`config.mk`:
```
export PLATFORM = sky130hd
export DESIGN_NAME = poly_eval_horner
export DESIGN_NICKNAME = d
export VERILOG_FILES = /design/src/rtl/poly_pkg.sv /design/src/rtl/poly_eval_datapath.sv /design/src/rtl/poly_eval_horner.sv
export SDC_FILE = /design/constraint.sdc
export NUM_CORES = 1
export LEC_CHECK = 0
export ABC_AREA = 1
export BUFFER_PORTS_ARGS = -buffer_cell sky130_fd_sc_hd__buf_2
export CAP_MARGIN = 15
export CORE_ASPECT_RATIO = 1.4
export CORE_MARGIN = 10
export CORE_UTILIZATION = 60
export CTS_BUF_LIST = sky130_fd_sc_hd__clkbuf_16
export CTS_CLUSTER_DIAMETER = 30
export CTS_CLUSTER_SIZE = 10
export DETAILED_ROUTE_END_ITERATION = 12
export PLACE_DENSITY_LB_ADDON = 0.05
export SYNTH_ARGS = -nofsm -noshare
export SYNTH_HDL_FRONTEND = slang
export SYNTH_SLANG_ARGS = --single-unit
```
`constraint.sdc`:
```
create_clock -name Clock -period 12.55 [get_ports Clock]
set_input_delay 0.6275 -clock Clock [delete_from_list [all_inputs] [get_ports Clock]]
set_output_delay 0.6275 -clock Clock [all_outputs]
set_load 0.02 [all_outputs]
```
`src/rtl/poly_pkg.sv`:
```
// ----------------------------------------------------------------------------
// poly_pkg
// Shared types for the Horner polynomial evaluator.
//   state_t  : sequencing states of the load / compute FSM
//   alu_op_t : operation selected on the single shared multiply/add ALU
// ----------------------------------------------------------------------------
package poly_pkg;

    typedef enum logic [2:0] {
        LOAD_COEF,
        COEF_WAIT,
        LOAD_X,
        X_WAIT,
        INIT,
        MUL,
        ADD,
        DONE
    } state_t;

    typedef enum logic {
        OP_ADD,
        OP_MUL
    } alu_op_t;

endpackage

```
`src/rtl/poly_eval_datapath.sv`:
```
// ----------------------------------------------------------------------------
// poly_eval_datapath
// Storage and arithmetic for the Horner evaluator: coefficient register file,
// x register, accumulator, one shared multiply/add ALU, sticky overflow and
// the result register. All sequencing comes from the FSM in the top module.
// Ports:
//   clk, reset   : clock, asynchronous active-high reset
//   data_in      : value being loaded (coefficient or x)
//   coef_we      : write data_in into coef[coef_sel]
//   coef_sel     : coefficient write index
//   x_we         : write data_in into x
//   acc_init     : acc <= coef[DEGREE], clear overflow
//   alu_en       : acc <= ALU result, accumulate overflow
//   alu_op       : OP_MUL (acc*x) or OP_ADD (acc+coef[step_sel])
//   step_sel     : coefficient read index for OP_ADD
//   result_we    : capture the ALU result into data_result
//   data_result  : last completed result
//   overflow     : sticky overflow of the current/last evaluation
// ----------------------------------------------------------------------------
module poly_eval_datapath
    import poly_pkg::*;
#(
    parameter int WIDTH  = 8,
    parameter int DEGREE = 2,
    parameter int IDX_W  = $clog2(DEGREE + 1)
) (
    input  logic             clk,
    input  logic             reset,
    input  logic [WIDTH-1:0] data_in,
    input  logic             coef_we,
    input  logic [IDX_W-1:0] coef_sel,
    input  logic             x_we,
    input  logic             acc_init,
    input  logic             alu_en,
    input  alu_op_t          alu_op,
    input  logic [IDX_W-1:0] step_sel,
    input  logic             result_we,
    output logic [WIDTH-1:0] data_result,
    output logic             overflow
);

    logic [WIDTH-1:0]   coef [DEGREE+1];
    logic [WIDTH-1:0]   x_reg;
    logic [WIDTH-1:0]   acc;
    logic [2*WIDTH-1:0] product;
    logic [WIDTH:0]     sum;
    logic [WIDTH-1:0]   alu_result;
    logic               alu_ovf;

    // Shared ALU. The full double-width product is formed so that any bit
    // above WIDTH can be flagged; the stored result is always truncated.
    always_comb begin
        product    = acc * x_reg;
        sum        = {1'b0, acc} + {1'b0, coef[step_sel]};
        alu_result = sum[WIDTH-1:0];
        alu_ovf    = sum[WIDTH];
        if (alu_op == OP_MUL) begin
            alu_result = product[WIDTH-1:0];
            alu_ovf    = |product[2*WIDTH-1:WIDTH];
        end
    end

    // Coefficient file and x register, written one value per Go pulse.
    always_ff @(posedge clk or posedge reset) begin
        if (reset) begin
            for (int i = 0; i <= DEGREE; i++) begin
                coef[i] <= '0;
            end
            x_reg <= '0;
        end else begin
            if (coef_we) begin
                coef[coef_sel] <= data_in;
            end
            if (x_we) begin
                x_reg <= data_in;
            end
        end
    end

    // Accumulator and sticky overflow. INIT seeds acc with the leading
    // coefficient and starts a fresh overflow history for this evaluation.
    always_ff @(posedge clk or posedge reset) begin
        if (reset) begin
            acc      <= '0;
            overflow <= 1'b0;
        end else if (acc_init) begin
            acc      <= coef[DEGREE];
            overflow <= 1'b0;
        end else if (alu_en) begin
            acc      <= alu_result;
            overflow <= overflow | alu_ovf;
        end
    end

    // Result register only changes when an evaluation completes, so the
    // previous answer stays visible through the next load and compute.
    always_ff @(posedge clk or posedge reset) begin
        if (reset) begin
            data_result <= '0;
        end else if (result_we) begin
            data_result <= alu_result;
        end
    end

endmodule

```
`src/rtl/poly_eval_horner.sv`:
```
// ----------------------------------------------------------------------------
// poly_eval_horner
// Evaluates P(x) = a_D*x^D + ... + a_0 with Horner's method. Coefficients
// (a_D first) and then x are loaded one per Go pulse; the FSM then alternates
// MUL and ADD on the shared datapath.
// Ports:
//   Clock       : system clock
//   Reset       : asynchronous active-high reset
//   Go          : push-button load strobe, one capture per high pulse
//   DataIn      : coefficient or x value
//   DataResult  : P(x) mod 2^WIDTH of the last completed evaluation
//   ResultValid : high in DONE only
//   Overflow    : any intermediate of the last evaluation exceeded WIDTH bits
//   Busy        : high during INIT, MUL and ADD
// ----------------------------------------------------------------------------
module poly_eval_horner
    import poly_pkg::*;
#(
    parameter int WIDTH  = 8,
    parameter int DEGREE = 2
) (
    input  logic             Clock,
    input  logic             Reset,
    input  logic             Go,
    input  logic [WIDTH-1:0] DataIn,
    output logic [WIDTH-1:0] DataResult,
    output logic             ResultValid,
    output logic             Overflow,
    output logic             Busy
);

    localparam int               IDX_W    = $clog2(DEGREE + 1);
    localparam logic [IDX_W-1:0] IDX_TOP  = IDX_W'(DEGREE);
    localparam logic [IDX_W-1:0] STEP_TOP = IDX_W'(DEGREE - 1);

    state_t           state;
    state_t           next_state;
    logic [IDX_W-1:0] idx;
    logic [IDX_W-1:0] step;
    logic             coef_we;
    logic             x_we;
    logic             acc_init;
    logic             alu_en;
    alu_op_t          alu_op;
    logic             result_we;

    // State register.
    always_ff @(posedge Clock or posedge Reset) begin
        if (Reset) begin
            state <= LOAD_COEF;
        end else begin
            state <= next_state;
        end
    end

    // Next-state and datapath strobes. DONE shares the LOAD_COEF behaviour
    // because idx is already back at DEGREE when the evaluation finishes.
    always_comb begin
        next_state = state;
        coef_we    = 1'b0;
        x_we       = 1'b0;
        acc_init   = 1'b0;
        alu_en     = 1'b0;
        alu_op     = OP_ADD;
        result_we  = 1'b0;
        case (state)
            LOAD_COEF, DONE: begin
                if (Go) begin
                    coef_we    = 1'b1;
                    next_state = COEF_WAIT;
                end
            end
            COEF_WAIT: begin
                if (!Go) begin
                    next_state = (idx == '0) ? LOAD_X : LOAD_COEF;
                end
            end
            LOAD_X: begin
                if (Go) begin
                    x_we       = 1'b1;
                    next_state = X_WAIT;
                end
            end
            X_WAIT: begin
                if (!Go) begin
                    next_state = INIT;
                end
            end
            INIT: begin
                acc_init   = 1'b1;
                next_state = MUL;
            end
            MUL: begin
                alu_en     = 1'b1;
                alu_op     = OP_MUL;
                next_state = ADD;
            end
            ADD: begin
                alu_en = 1'b1;
                alu_op = OP_ADD;
                if (step == '0) begin
                    result_we  = 1'b1;
                    next_state = DONE;
                end else begin
                    next_state = MUL;
                end
            end
            default: begin
                next_state = LOAD_COEF;
            end
        endcase
    end

    // Load index and compute step. idx wraps back to DEGREE as the last
    // coefficient is released so the next load sequence starts at a_D.
    always_ff @(posedge Clock or posedge Reset) begin
        if (Reset) begin
            idx  <= IDX_TOP;
            step <= '0;
        end else begin
            case (state)
                COEF_WAIT: begin
                    if (!Go) begin
                        idx <= (idx == '0) ? IDX_TOP : idx - 1'b1;
                    end
                end
                INIT: begin
                    step <= STEP_TOP;
                end
                ADD: begin
                    if (step != '0) begin
                        step <= step - 1'b1;
                    end
                end
                default: begin
                end
            endcase
        end
    end

    assign ResultValid = (state == DONE);
    assign Busy        = (state == INIT) || (state == MUL) || (state == ADD);

    poly_eval_datapath #(
        .WIDTH  (WIDTH),
        .DEGREE (DEGREE),
        .IDX_W  (IDX_W)
    ) u_datapath (
        .clk         (Clock),
        .reset       (Reset),
        .data_in     (DataIn),
        .coef_we     (coef_we),
        .coef_sel    (idx),
        .x_we        (x_we),
        .acc_init    (acc_init),
        .alu_en      (alu_en),
        .alu_op      (alu_op),
        .step_sel    (step),
        .result_we   (result_we),
        .data_result (DataResult),
        .overflow    (Overflow)
    );

endmodule

```
* Word level (Yosys, flattened, before mapping)
Cells that the tools add are included.
Operators by class: order comparisons 3, add/subtract/negate cells 3, bitwise operators 4, equal/unequal tests 12, reductions and logical operators 15, muxes and demuxes 30, multiply operators 1
Operators with widths (number):
- 8-bit 2-to-1 mux | 6
- 24-bit bitwise mux | 1
- 3-bit one-hot mux with 7 select lines | 1
- 8-bit binary-select mux with 2-bit select | 1
- 8-bit demux with 2-bit select | 1
- 8-bit by 8-bit multiplier with 16-bit output | 1
- 3-bit == test (second input constant) | 4
- 3-bit 2-to-1 mux | 4
- 1-bit 2-to-1 mux | 11
- 2-bit inequality test (second input constant) | 5
- 8-bit by 8-bit adder with 9-bit output | 1
- 2-bit 2-to-1 mux | 4
- 8-bit OR reduction | 1
- 3-bit by 2-bit == test with 1-bit output (second input constant) | 2
- 3-bit >= comparator (second input constant) | 2
- 2-bit inverter with 3-bit output | 2
- 2-bit nonzero test | 3
- 2-bit zero test | 2
- 2-bit one-hot mux with 2 select lines | 1
- 2-bit AND reduction | 2
- 4-bit AND reduction | 1
- 2-bit OR reduction | 2
- 2-bit by 1-bit subtractor with 2-bit output (second input constant) | 2
- 3-bit by 1-bit == test with 1-bit output (second input constant) | 1
- other kinds (6) | 7
Storage, ports and cells: input port bits 11, register bits 56, word-level logic and storage cells 78

* Depth between registers and ports, before layout
depth in word-level cells 9, depth in mapped cells 24

* By module
A second synthesis with hierarchy kept.
Unflattened totals: cell total of the unflattened synthesis 722, area, all modules 5295.1 sq um
By module, submodules not included:
- poly_eval_datapath | cells each 661, area each 4792.1 sq um, instances 1
- poly_eval_horner | cells each 61, area each 503.0 sq um, instances 1

* Worst setup path after synthesis
OpenSTA, ideal clock, no wires.
kind register to register, start register u_datapath.acc[2], end register u_datapath.overflow, cell stages (with the launch flop) 21, data arrival time 3.918 ns, clock period less this slack 4.057 ns, path buffers 1, library setup time 0.139 ns, slack 8.493 ns, data required time 12.411 ns, cell sequence dfrtp_1 clkbuf_1 nand2_1 fa_1 fa_1 fa_1 inv_1 fa_1 ha_1 nand2_1 inv_1 a21oi_1 nand2_1 nand2_1 nand2_1 nor2_1 nand2_1 nor2_1 nand3_1 nand2_1 a21oi_1
On the way: longest elaborated chain between the ends 6, elaborated cells on any way between the ends 7, those cells by class 1 x add/sub; 1 x mul; 3 x mux; 1 x bitwise; 1 x reduce/logical
RTL lines:
- from (decl) | RTL line poly_eval_datapath.sv:44 | logic [WIDTH-1:0] acc;
- from (signal assigned) | RTL line poly_eval_datapath.sv:87 | acc <= coef[DEGREE];
- from (signal assigned) | RTL line poly_eval_datapath.sv:90 | acc <= alu_result;
- 8-bit by 8-bit multiplier with 16-bit output | RTL line poly_eval_datapath.sv:53 | product = acc * x_reg;
- 8-bit OR reduction | RTL line poly_eval_datapath.sv:59 | alu_ovf = |product[2*WIDTH-1:WIDTH];
- 1-bit 2-to-1 mux (*) | RTL line poly_eval_datapath.sv:57 | if (alu_op == OP_MUL) begin
- 1-bit bitwise OR (*) | RTL line poly_eval_datapath.sv:91 | overflow <= overflow | alu_ovf;
- 1-bit 2-to-1 mux (*) | RTL line poly_eval_datapath.sv:89 | end else if (alu_en) begin
- 1-bit 2-to-1 mux (*) | RTL line poly_eval_datapath.sv:86 | end else if (acc_init) begin
- to (signal assigned) | RTL line poly_eval_datapath.sv:91
- to (decl) | RTL line poly_eval_datapath.sv:39 | output logic overflow
Mark *: on every way between the ends. The rest lies on a longest branch, timed or not. The select of a mux whose other input is x is not followed. A chain may end at the register's enable or synchronous reset.

* Worst setup path in the final report
Ends and elaborated chain as after synthesis.

==> run metrics <==
Post-Synthesis Cells 723; WP data arrival between 5 and 6 ns; Largest Register u_datapath.coef; post-route minimum period 4.93 ns; cell seen most often among critical-path stages nand2_1; DR iter-0 viols 260; final net count between 800 and 900; RSZ-0062 raised after global routing false; final std cells w/o fill 830; drc violations 0; Largest delay share family, worst path adder cells; ys flop type dfrtp_1; hpwl dp approximately 11000 µm; detailed-route via count about 4500; drt wl/cell 15.8 µm; initial antenna violation count 0; status complete, no violations; commonest non-fill, non-tap cell in the layout nand2_1; Chip Height 132 µm; # Post-CTS Setup Buffers 0; CP max-delay cell dfrtp_1; setup TNS 0 ns; # rows 40; Fmax 203 MHz; Crit. End Element flop; Hold-fix buffers, CTS 0; worst-skew pair later-pin latency 0.30 ns; Slew Viols, Final 0; Final period util 39.3%; yosys warns 0; Starting Density 61.9%; WP buf/inv 1; final setup violation count 0; register area 0.00140 mm²; H-tree depth 2; Cell Area, Synth 0.00536 mm²; synthesized area per cell ~7.4 µm²; max reg flops 24; Largest stage delay, worst path roughly 0.57 ns; area of the core 0.00866 mm²; WL final between 10000 and 15000 µm; Fin. Hold Viols 0; crit start category flop; # IOs 22; worst hold path type reg -> reg; leading cell types in the layout, fill and taps excluded nand2_1, inv_1, dfrtp_1, ha_1, o21ai_0; gr usage total 20.7%; Multi-input gate area 0.00327 mm²; critical path class reg -> reg; largest net degree at the start of global routing 57; Final ANT Viol Nets 0; fill count ~800; synth unique cells 41; Worst Skew around 0.0079 ns; Via density 5.42; critical-path maximum fanout 10; Placer Congestion 0.986; register area share after synthesis 26.2%; vias in the first global route 4622; deepest clock path buffer count 2; Inserted Clock Buffers 5; Pre-antenna DRT Iters 5; Clock transition at path regs 0.08 ns; CP cell instances nand2_1, fa_1, fa_1, fa_1, inv_1, fa_1, ha_1, nand2_1, nor2_1, nand3_1, nand3_1, nand2_1, nor2_1, nand2_1, nor2_1, nand3_1, nand2_1, a21oi_1; required time worst endpoint between 10 and 15 ns; slew of the pin with the lowest slew margin 0.719 ns; max-cap violations 0; die span in x between 90 and 100 µm; dpl cells roughly 800; post-synthesis register bit count 56; Slew HR 51.9%; CTS tree done; # port buffers 21; root buf cell clkbuf_16; Post-CTS Resized 0; share of cells above drive strength 1 approximately 8.6%; first-pass GRT wire length 22200 µm; Post-Syn Nets 820; synthesis-to-layout area growth 4.69%; full die area 0.0132 mm²; gr ovfl total 0; number of diodes 0; Post-synth EDFFs 0; ys async rst share 100%; CTS Sinks between 50 and 60
through the flow:
step | cell area (µm²) | util (%) | setup slack, ns | hold WS, ns
finish | 5610 | 64.8 | 7.62 | 0.481
global route | 5610 | 64.8 | 7.38 | 0.496
CTS | 5610 | 64.8 | 7.70 | 0.480
detailed placement | 5460 | 63.0 | 7.71 | 0.463
global placement | 5460 | 63.0 | 7.68 | 0.454
floorplan | 5360 | - | 8.49 | 0.447
worst min-delay path, delay by kind of cell, from the launching register on:
kind            cells  cell delay [ns]
compound gates      1             0.05
flops               1             0.34
simple gates        1             0.06
cell type report:
cell class,instances,area share [%]
clock buffer,5,2.23
clock inverter,3,0.468
sequential,56,25.0
tap,105,2.34
inverter,145,9.75
timing repair buffer,22,2.01
multi-input combinational,494,58.2
routing by layer:
metal | global-route usage [%] | vias to the layer above | share of wire, %
met4 | 9.66 | 0 | 4.6
met3 | 2.94 | 39 | 3.1
met2 | 39.5 | 116 | 55
li1 | - | 2227 | -
met5 | 0 | - | 0
met1 | 21.0 | 2117 | 37
synthesized netlist by cell type, types with 3 or more instances:
cell        n  area share [%]
a21oi_1    22             2.1
o22ai_1     7            0.82
o21ai_0    40             3.7
nand3_1    24             2.2
ha_1       49              11
xor2_1      5            0.82
o21ai_2    12             2.0
nand4_1     7            0.82
or2_2       4            0.47
clkbuf_1   21             1.5
nand3b_1    3            0.42
dfrtp_1    55              26
nand2_1   212              15
buf_6       3            0.63
nor2_1     38             2.7
o21ai_1    11             1.0
inv_1     140             9.8
fa_1       37              14
inv_2       4            0.28
worst paths after layout:
path / startpoint / endpoint / slack, ns / depth (start not counted)
max: u_datapath.acc[2] / u_datapath.overflow / 7.62 / 18
min: u_datapath.coef[16] / u_datapath.coef[16] / 0.48 / 2
max reg2reg: u_datapath.acc[2] / u_datapath.overflow / 7.62 / 18
min reg2reg: u_datapath.coef[16] / u_datapath.coef[16] / 0.48 / 2
max in group asynchronous: Reset / idx[0] / 11.56 / 3
min in group asynchronous: Reset / u_datapath.x_reg[6] / 0.51 / 3
kinds of logic (layout without fill, tap and decap cells):
group,after synthesis,count (layout),synth area share (%)
AO/OA/AOI/OAI,103,103,11.3
adder cells (fa/ha/maj),86,86,25.3
flip-flops,56,56,26.2
XOR/XNOR,7,7,1.14
buffers and inverters,173,175,12.9
AND/OR/NAND/NOR,298,298,23.2
Power is left out: the tool's default activity adds up to more than one toggle a clock period on the data nets, which glitch-free logic cannot reach.
